$ cat src/rtl/babbage_pkg.sv
// Shared constants and types for the Babbage difference-engine family.
package babbage_pkg;
    localparam int DEGREE    = 5;
    localparam int NSAMP     = DEGREE + 2;
    localparam int DEF_WIDTH = 32;

    typedef enum logic [1:0] {
        IDLE,
        LOAD,
        CALC,
        DONE
    } state_t;
endpackage

$ cat src/rtl/babbage_diff_pass.sv
// One forward-difference pass: entries j >= k become s[j] - s[j-1], computed from the pre-pass values.
module babbage_diff_pass
    import babbage_pkg::*;
#(
    parameter int WIDTH = DEF_WIDTH
) (
    input  logic [2:0]             k,
    input  logic [NSAMP*WIDTH-1:0] s_in,
    output logic [NSAMP*WIDTH-1:0] s_out
);

    always_comb begin
        // NOTE: assigning a default first keeps this block latch-free.
        s_out = s_in;
        for (int j = 1; j < NSAMP; j++) begin
            if (3'(j) >= k) begin
                s_out[j*WIDTH +: WIDTH] = s_in[j*WIDTH +: WIDTH] - s_in[(j-1)*WIDTH +: WIDTH];
            end
        end
    end

endmodule

$ cat src/rtl/babbage_diff_extract.sv
// Recovers the difference-engine seed table (delta^0..delta^5 at n=0) from seven samples u(0)..u(6).
module babbage_diff_extract
    import babbage_pkg::*;
#(
    parameter int WIDTH = DEF_WIDTH
) (
    input  logic             clk,
    input  logic             reset,
    input  logic             start,
    output logic             ready,
    input  logic             in_valid,
    output logic             in_ready,
    input  logic [WIDTH-1:0] in_sample,
    output logic [WIDTH-1:0] d0,
    output logic [WIDTH-1:0] d1,
    output logic [WIDTH-1:0] d2,
    output logic [WIDTH-1:0] d3,
    output logic [WIDTH-1:0] d4,
    output logic [WIDTH-1:0] d5,
    output logic             deg_err,
    output logic             done_tick
);

    state_t                        state;
    logic [NSAMP-1:0][WIDTH-1:0]   s;
    logic [NSAMP*WIDTH-1:0]        s_next;
    logic [2:0]                    cnt;
    logic [2:0]                    k;

    babbage_diff_pass #(.WIDTH(WIDTH)) u_pass (
        .k     (k),
        .s_in  (s),
        .s_out (s_next)
    );

    // NOTE: all state here is sequential, so every assignment is non-blocking.
    always_ff @(posedge clk) begin
        if (reset) begin
            state     <= IDLE;
            ready     <= 1'b1;
            in_ready  <= 1'b0;
            done_tick <= 1'b0;
            deg_err   <= 1'b0;
            d0        <= '0;
            d1        <= '0;
            d2        <= '0;
            d3        <= '0;
            d4        <= '0;
            d5        <= '0;
            s         <= '0;
            cnt       <= '0;
            k         <= '0;
        end else begin
            done_tick <= 1'b0;
            case (state)
                IDLE: begin
                    if (start) begin
                        state    <= LOAD;
                        cnt      <= '0;
                        ready    <= 1'b0;
                        in_ready <= 1'b1;
                    end
                end
                LOAD: begin
                    if (in_valid && in_ready) begin
                        s[cnt] <= in_sample;
                        cnt    <= cnt + 3'd1;
                        if (cnt == 3'(NSAMP - 1)) begin
                            state    <= CALC;
                            k        <= 3'd1;
                            in_ready <= 1'b0;
                        end
                    end
                end
                CALC: begin
                    s <= s_next;
                    if (k == 3'(NSAMP - 1)) begin
                        state <= DONE;
                    end else begin
                        k <= k + 3'd1;
                    end
                end
                DONE: begin
                    // After pass 6, s[j] holds delta^j u(0); a nonzero delta^6 means degree > 5.
                    d0        <= s[0];
                    d1        <= s[1];
                    d2        <= s[2];
                    d3        <= s[3];
                    d4        <= s[4];
                    d5        <= s[5];
                    deg_err   <= (s[NSAMP-1] != '0);
                    done_tick <= 1'b1;
                    ready     <= 1'b1;
                    state     <= IDLE;
                end
                default: begin
                    state    <= IDLE;
                    ready    <= 1'b1;
                    in_ready <= 1'b0;
                end
            endcase
        end
    end

endmodule

$ cat config.mk
export PLATFORM = sky130hd
export DESIGN_NAME = babbage_diff_extract
export DESIGN_NICKNAME = d
export VERILOG_FILES = /design/src/rtl/babbage_pkg.sv /design/src/rtl/babbage_diff_pass.sv /design/src/rtl/babbage_diff_extract.sv
export SDC_FILE = /design/constraint.sdc
export NUM_CORES = 1
export LEC_CHECK = 0
export ABC_CLOCK_PERIOD_IN_PS = 4100
export BUFFER_PORTS_ARGS = -buffer_cell sky130_fd_sc_hd__buf_2
export CAP_MARGIN = 10
export CELL_PAD_IN_SITES_DETAIL_PLACEMENT = 1
export CELL_PAD_IN_SITES_GLOBAL_PLACEMENT = 1
export CORE_ASPECT_RATIO = 1.25
export CORE_MARGIN = 3
export CORE_UTILIZATION = 46
export DETAILED_ROUTE_END_ITERATION = 16
export PLACE_DENSITY = 0.79
export SYNTH_ARGS = -nofsm -noshare
export SYNTH_HDL_FRONTEND = slang
export SYNTH_SLANG_ARGS = --single-unit
$ cat constraint.sdc
create_clock -name clk -period 4.1 [get_ports clk]
set_input_delay 0.41 -clock clk [delete_from_list [all_inputs] [get_ports clk]]
set_output_delay 0.41 -clock clk [all_outputs]
set_load 0.01 [all_outputs]
# Word level (Yosys, flattened, before mapping)
# Cells that the tools add are included.
# Widths: inputs -> output; s select.
[word_totals]
regBits = 428
word_cells = 102
inputBits = 36
[classes]
eq_ne = 16
addsub = 8
n_lt_le_gt_ge = 8
mux = 30
n_bitwise = 1
reduce_logical = 19
[ops]
columns = ["cell", "n"]
rows = [
  ["$pmux 224 s2", 1],
  ["$bwmux 224", 1],
  ["$mux 224", 1],
  ["$mux 32", 7],
  ["$sub 32x32->32", 6],
  ["$demux 32 s3", 1],
  ["$reduce_bool 32->1", 1],
  ["$reduce_and 3->1", 8],
  ["$mux 3", 5],
  ["$ne 2x1->1 const B", 6],
  ["$pmux 3 s2", 2],
  ["$reduce_and 4->1", 3],
  ["$ne 2x2->1 const B", 5],
  ["$ge 3x3->1 const A", 3],
  ["$mux 2", 4],
  ["$pmux 2 s4", 1],
  ["$add 3x1->3 const B", 2],
  ["$eq 3x3->1 const B", 2],
  ["$ge 2x3->1 const A", 2],
  ["$reduce_bool 2->1", 3],
  ["$mux 1", 5],
  ["$eq 2x2->1 const B", 2],
  ["$lt 3x4->1 const B", 1],
  ["$pmux 1 s2", 2],
  ["7 further kinds", 8],
]

# Longest topological paths before layout
[logic_depth]
word_depth = 7
ltp_mapped = 14
depth_no_buf = 14

# Cells and area by module
# From an unflattened synthesis, not the netlist that was laid out.
[unflattened]
cells_unflattened = 3929
hier_area_um2 = 29630.9
[modules_own_cells]
columns = ["module", "seq_area_each_um2", "cells_per_inst", "area_each_um2", "instances"]
rows = [
  ["babbage_diff_extract", 8568.2, 2011, 17613.1, 1],
  ["babbage_diff_pass", 0.0, 1918, 12017.8, 1],
]

# Worst setup path before layout
# Ideal clock, no wire load.
[synth_timing]
kind = "flip-flop to flip-flop"
from = "reg s[9] (netlist name)"
to = "reg s[62] (netlist name)"
t_required_ns = 4.014
stages_incl_launch_ff = 15
arrival_ns = 3.077
path_slack_ns = 0.938
cell_sequence = "dfxtp_1 -> inv_1 -> ha_1 -> buf_6 -> a21o_1 -> a31oi_1 -> nor3b_1 -> a211o_1 -> a21o_1 -> a221o_1 -> a211o_1 -> a21o_1 -> a31oi_1 -> mux2_1 -> a211oi_1"
[synth_via]
elab_chain_len = 3
[synth_rtl]
columns = ["element", "line_no", "source"]
rows = [
  ["from (decl)", "babbage_diff_extract.sv:25", "logic [NSAMP-1:0][WIDTH-1:0] s;"],
  ["from (signal, indexed assignment)", "babbage_diff_extract.sv:66", "s[cnt] <= in_sample;"],
  ["from (signal assigned)", "babbage_diff_extract.sv:76", "s <= s_next;"],
  ["$sub 32x32->32", "babbage_diff_pass.sv:17", "s_out[j*WIDTH +: WIDTH] = s_in[j*WIDTH +: WIDTH] - s_in[(j-1)*WIDTH +: WIDTH];"],
  ["$mux 32", "babbage_diff_pass.sv:16", "if (3'(j) >= k) begin"],
  ["$pmux 224 s2", "babbage_diff_extract.sv:55", "case (state)"],
]
# No other way between the ends. The select of a mux whose other input is x is not followed.
# A chain may end at the register's enable or synchronous reset.

# Worst setup path in the final report
[layout_timing]
from = "reg s[96] (netlist name)"
to = "reg s[126] (netlist name)"
# The elaborated chain is that of the path after synthesis.

==> out/results.tsv <==
metric	value	unit
dp.cells	4056	
grt_usage	0.3660	
drtIter0Drc	1762	
wl_per_cell	27.17	um
grt_max_degree	164	
final_cells	4142	
fin_skew	0.02207	ns
cp_max_fo	3	
status	complete, no violations	
async_flop_share	0	
cp-end-kind	register	
synth_top_flop_cell	dfxtp_1	
cts_buffer_depth	3	
cts_tree	built	
core_area	0.05631	mm^2
cp_top_family	compound AO/OA/AOI/OAI gates	
hpwl	84860	um
path_cells	inv_1 > ha_1 > fa_1 > nor2b_1 > o21a_1 > o21ai_1 > a21oi_1 > a41oi_1 > a21oi_1 > a21boi_0 > o21ai_1 > a31oi_1 > xor2_1 > a311oi_1	
syn_avg_cell_area	8.208	um^2
start_util	0.4667	
drc_errors	0	
reg2reg_depth	14	
start_kind	register	
worstMarginPinSlew	1.257	ns
grt_pass1_wl	166300	um
postRouteWirelength	112500	um
cp_slowest_cell	fa_1	
nNetsFinal	3601	
ys_seq_elements	428	
hold_viol_final	0	
ir_drop	0.3961	mV
grt-ovfl-total	0	
crit_start	s[96]	
synth_edf_count	0	
syn_to_final_growth	13.62	%
cp_num_buf_inv	1	
finalSetupViolCount	0	
die_x	219.8	um
synth_cell_types	77	
yosys_warnings	0	
min_period	3.826	ns
fp.dieArea	0.06006	mm^2
num_rows	97	
cts_sinks	428	
clock-root-buffer	clkbuf_16	
reg2reg_from	s[96]	
p_per_area	635.3	mW/mm^2
antenna_found_initial	8	
syn-num-nets	3439	
crit_required	4.61	ns
timing_worst_setup_path_type	reg -> reg	
slew_violations	0	
maxCapViolCount	0	
port_buffers	231	
die_h	273.2	um
final_cell_mix	dfxtp_1, nor2_1, a21oi_1	
slew_headroom	0.1582	
ios	232	
syn_inst	3202	
vias_per_cell	6.201	
cts-hold-fix-buffers	0	
first_pass_iters	5	
syn-cell-area	0.02628	mm^2
yosysSeqAreaShare	0.3260	
grt_pass1_vias	26150	
mostFrequentLayoutCell	dfxtp_1	
path_depth	14	
antenna_left	0	
gp_congestion	0.9486	
numCtsBuffers	48	
arrival	4.33	ns
drive_gt1_frac	0.1199	
fmax	261.4	MHz
min_path_type	in -> reg	
htree_levels	2	
path_clk_slew	0.06	ns
worst_skew_pair.late_latency	0.61	ns
fin_crit_sh	0.9331	
rsz0062_at_grt	no	
fin_tns_setup	0	ns
r2r-end	s[126]	
endpoint	s[126]	
num_vias	25690	
cpPeakStageDelay	0.43	ns
worst_hold_path.num_cells	3	
p_leak	0.01237	uW
regToRegSetupSlack	0.27	ns
-- worst min-delay path: cells and delay by family --
family | cells | cell delay [ns]
buffers and inverters | 1 | 0.10
AND/OR/NAND/NOR | 1 | 0.08
AO/OA/AOI/OAI | 1 | 0.06
-- metrics by stage --
step	worst slack, ns	cell area, um^2	hold slack, ns	power, uW	util
after floorplan	0.9376	26280	0.4583	11550	-
after global placement	0.4399	28310	0.4674	14220	0.5027
after detailed placement	0.3815	28310	0.4799	14390	0.5027
after CTS	0.3386	29840	0.07257	18860	0.5299
after global routing	0.02598	29860	0.1014	20030	0.5302
final	0.2742	29860	0.09709	18970	0.5303
-- registers in the layout (all words and copies together), names as in the netlist, 2 cells and up --
name	cells
d5	32
d1	32
state	2
d2	32
d0	32
k	3
s	224
d3	32
cnt	3
d4	32
-- where the power goes --
group          internal (uW)  leakage [uW]  switching [uW]
clock                   2520      0.000755            1890
sequential              4310       0.00345             208
combinational           3990       0.00816            6050
total                  10800        0.0124            8150
-- what timing repair did --
item | CTS | global route
setup buffers | 0 | 0
resized for setup | 0 | 1
setup endpoints to repair | 0 | 1
-- metal layers --
metal / up-vias / share of wire / global-route usage
li1: 11850 / - / -
met1: 12750 / 0.40 / 0.4353
met2: 815 / 0.48 / 0.6211
met3: 271 / 0.048 / 0.04585
met4: 0 / 0.074 / 0.2338
met5: - / 0 / 0
-- logic make-up after synthesis --
| group | synth area share |
|---|---|
| flops | 0.3260 |
| compound gates | 0.2478 |
| simple gates | 0.1453 |
| fa+ha+maj | 0.09741 |
| buf+inv | 0.05865 |
| mux | 0.07793 |
| xor+xnor | 0.04699 |
-- worst min-delay path by stage --
| stage | endpoint | startpoint | slack (ns) |
|---|---|---|---|
| floorplan | s[192] | s[192] | 0.46 |
| global placement | d2[24] | d2[24] | 0.47 |
| detailed placement | deg_err | deg_err | 0.48 |
| CTS | s[2] | in_sample[2] | 0.07 |
| global route | s[23] | in_sample[23] | 0.10 |
| finish | s[2] | in_sample[2] | 0.1 |
-- cell usage after synthesis (52+ instances only) --
| cell | count | share of area |
|---|---|---|
| nor2b_1 | 52 | 0.012 |
| ha_1 | 195 | 0.093 |
| a31oi_1 | 58 | 0.014 |
| a21oi_1 | 236 | 0.045 |
| a21o_1 | 102 | 0.029 |
| nor3_1 | 54 | 0.010 |
| nand2_1 | 151 | 0.022 |
| inv_1 | 227 | 0.032 |
| a221oi_1 | 58 | 0.019 |
| o21ai_0 | 199 | 0.038 |
| nor2_1 | 359 | 0.051 |
| xnor2_1 | 93 | 0.031 |
| a211oi_1 | 103 | 0.029 |
| dfxtp_1 | 428 | 0.33 |
| mux2i_1 | 199 | 0.076 |
| clkbuf_1 | 149 | 0.021 |
-- layout make-up --
type | count | area [um^2]
tap | 742 | 928.4
antenna | 5 | 12.51
clock buffer | 63 | 1329
sequential | 428 | 8568
multi-input combinational | 2366 | 16290
timing repair buffer | 291 | 1667
fill | 6826 | 26450
inverter | 229 | 859.6
clock inverter | 18 | 202.7
Power figures use the tool's default switching activity.
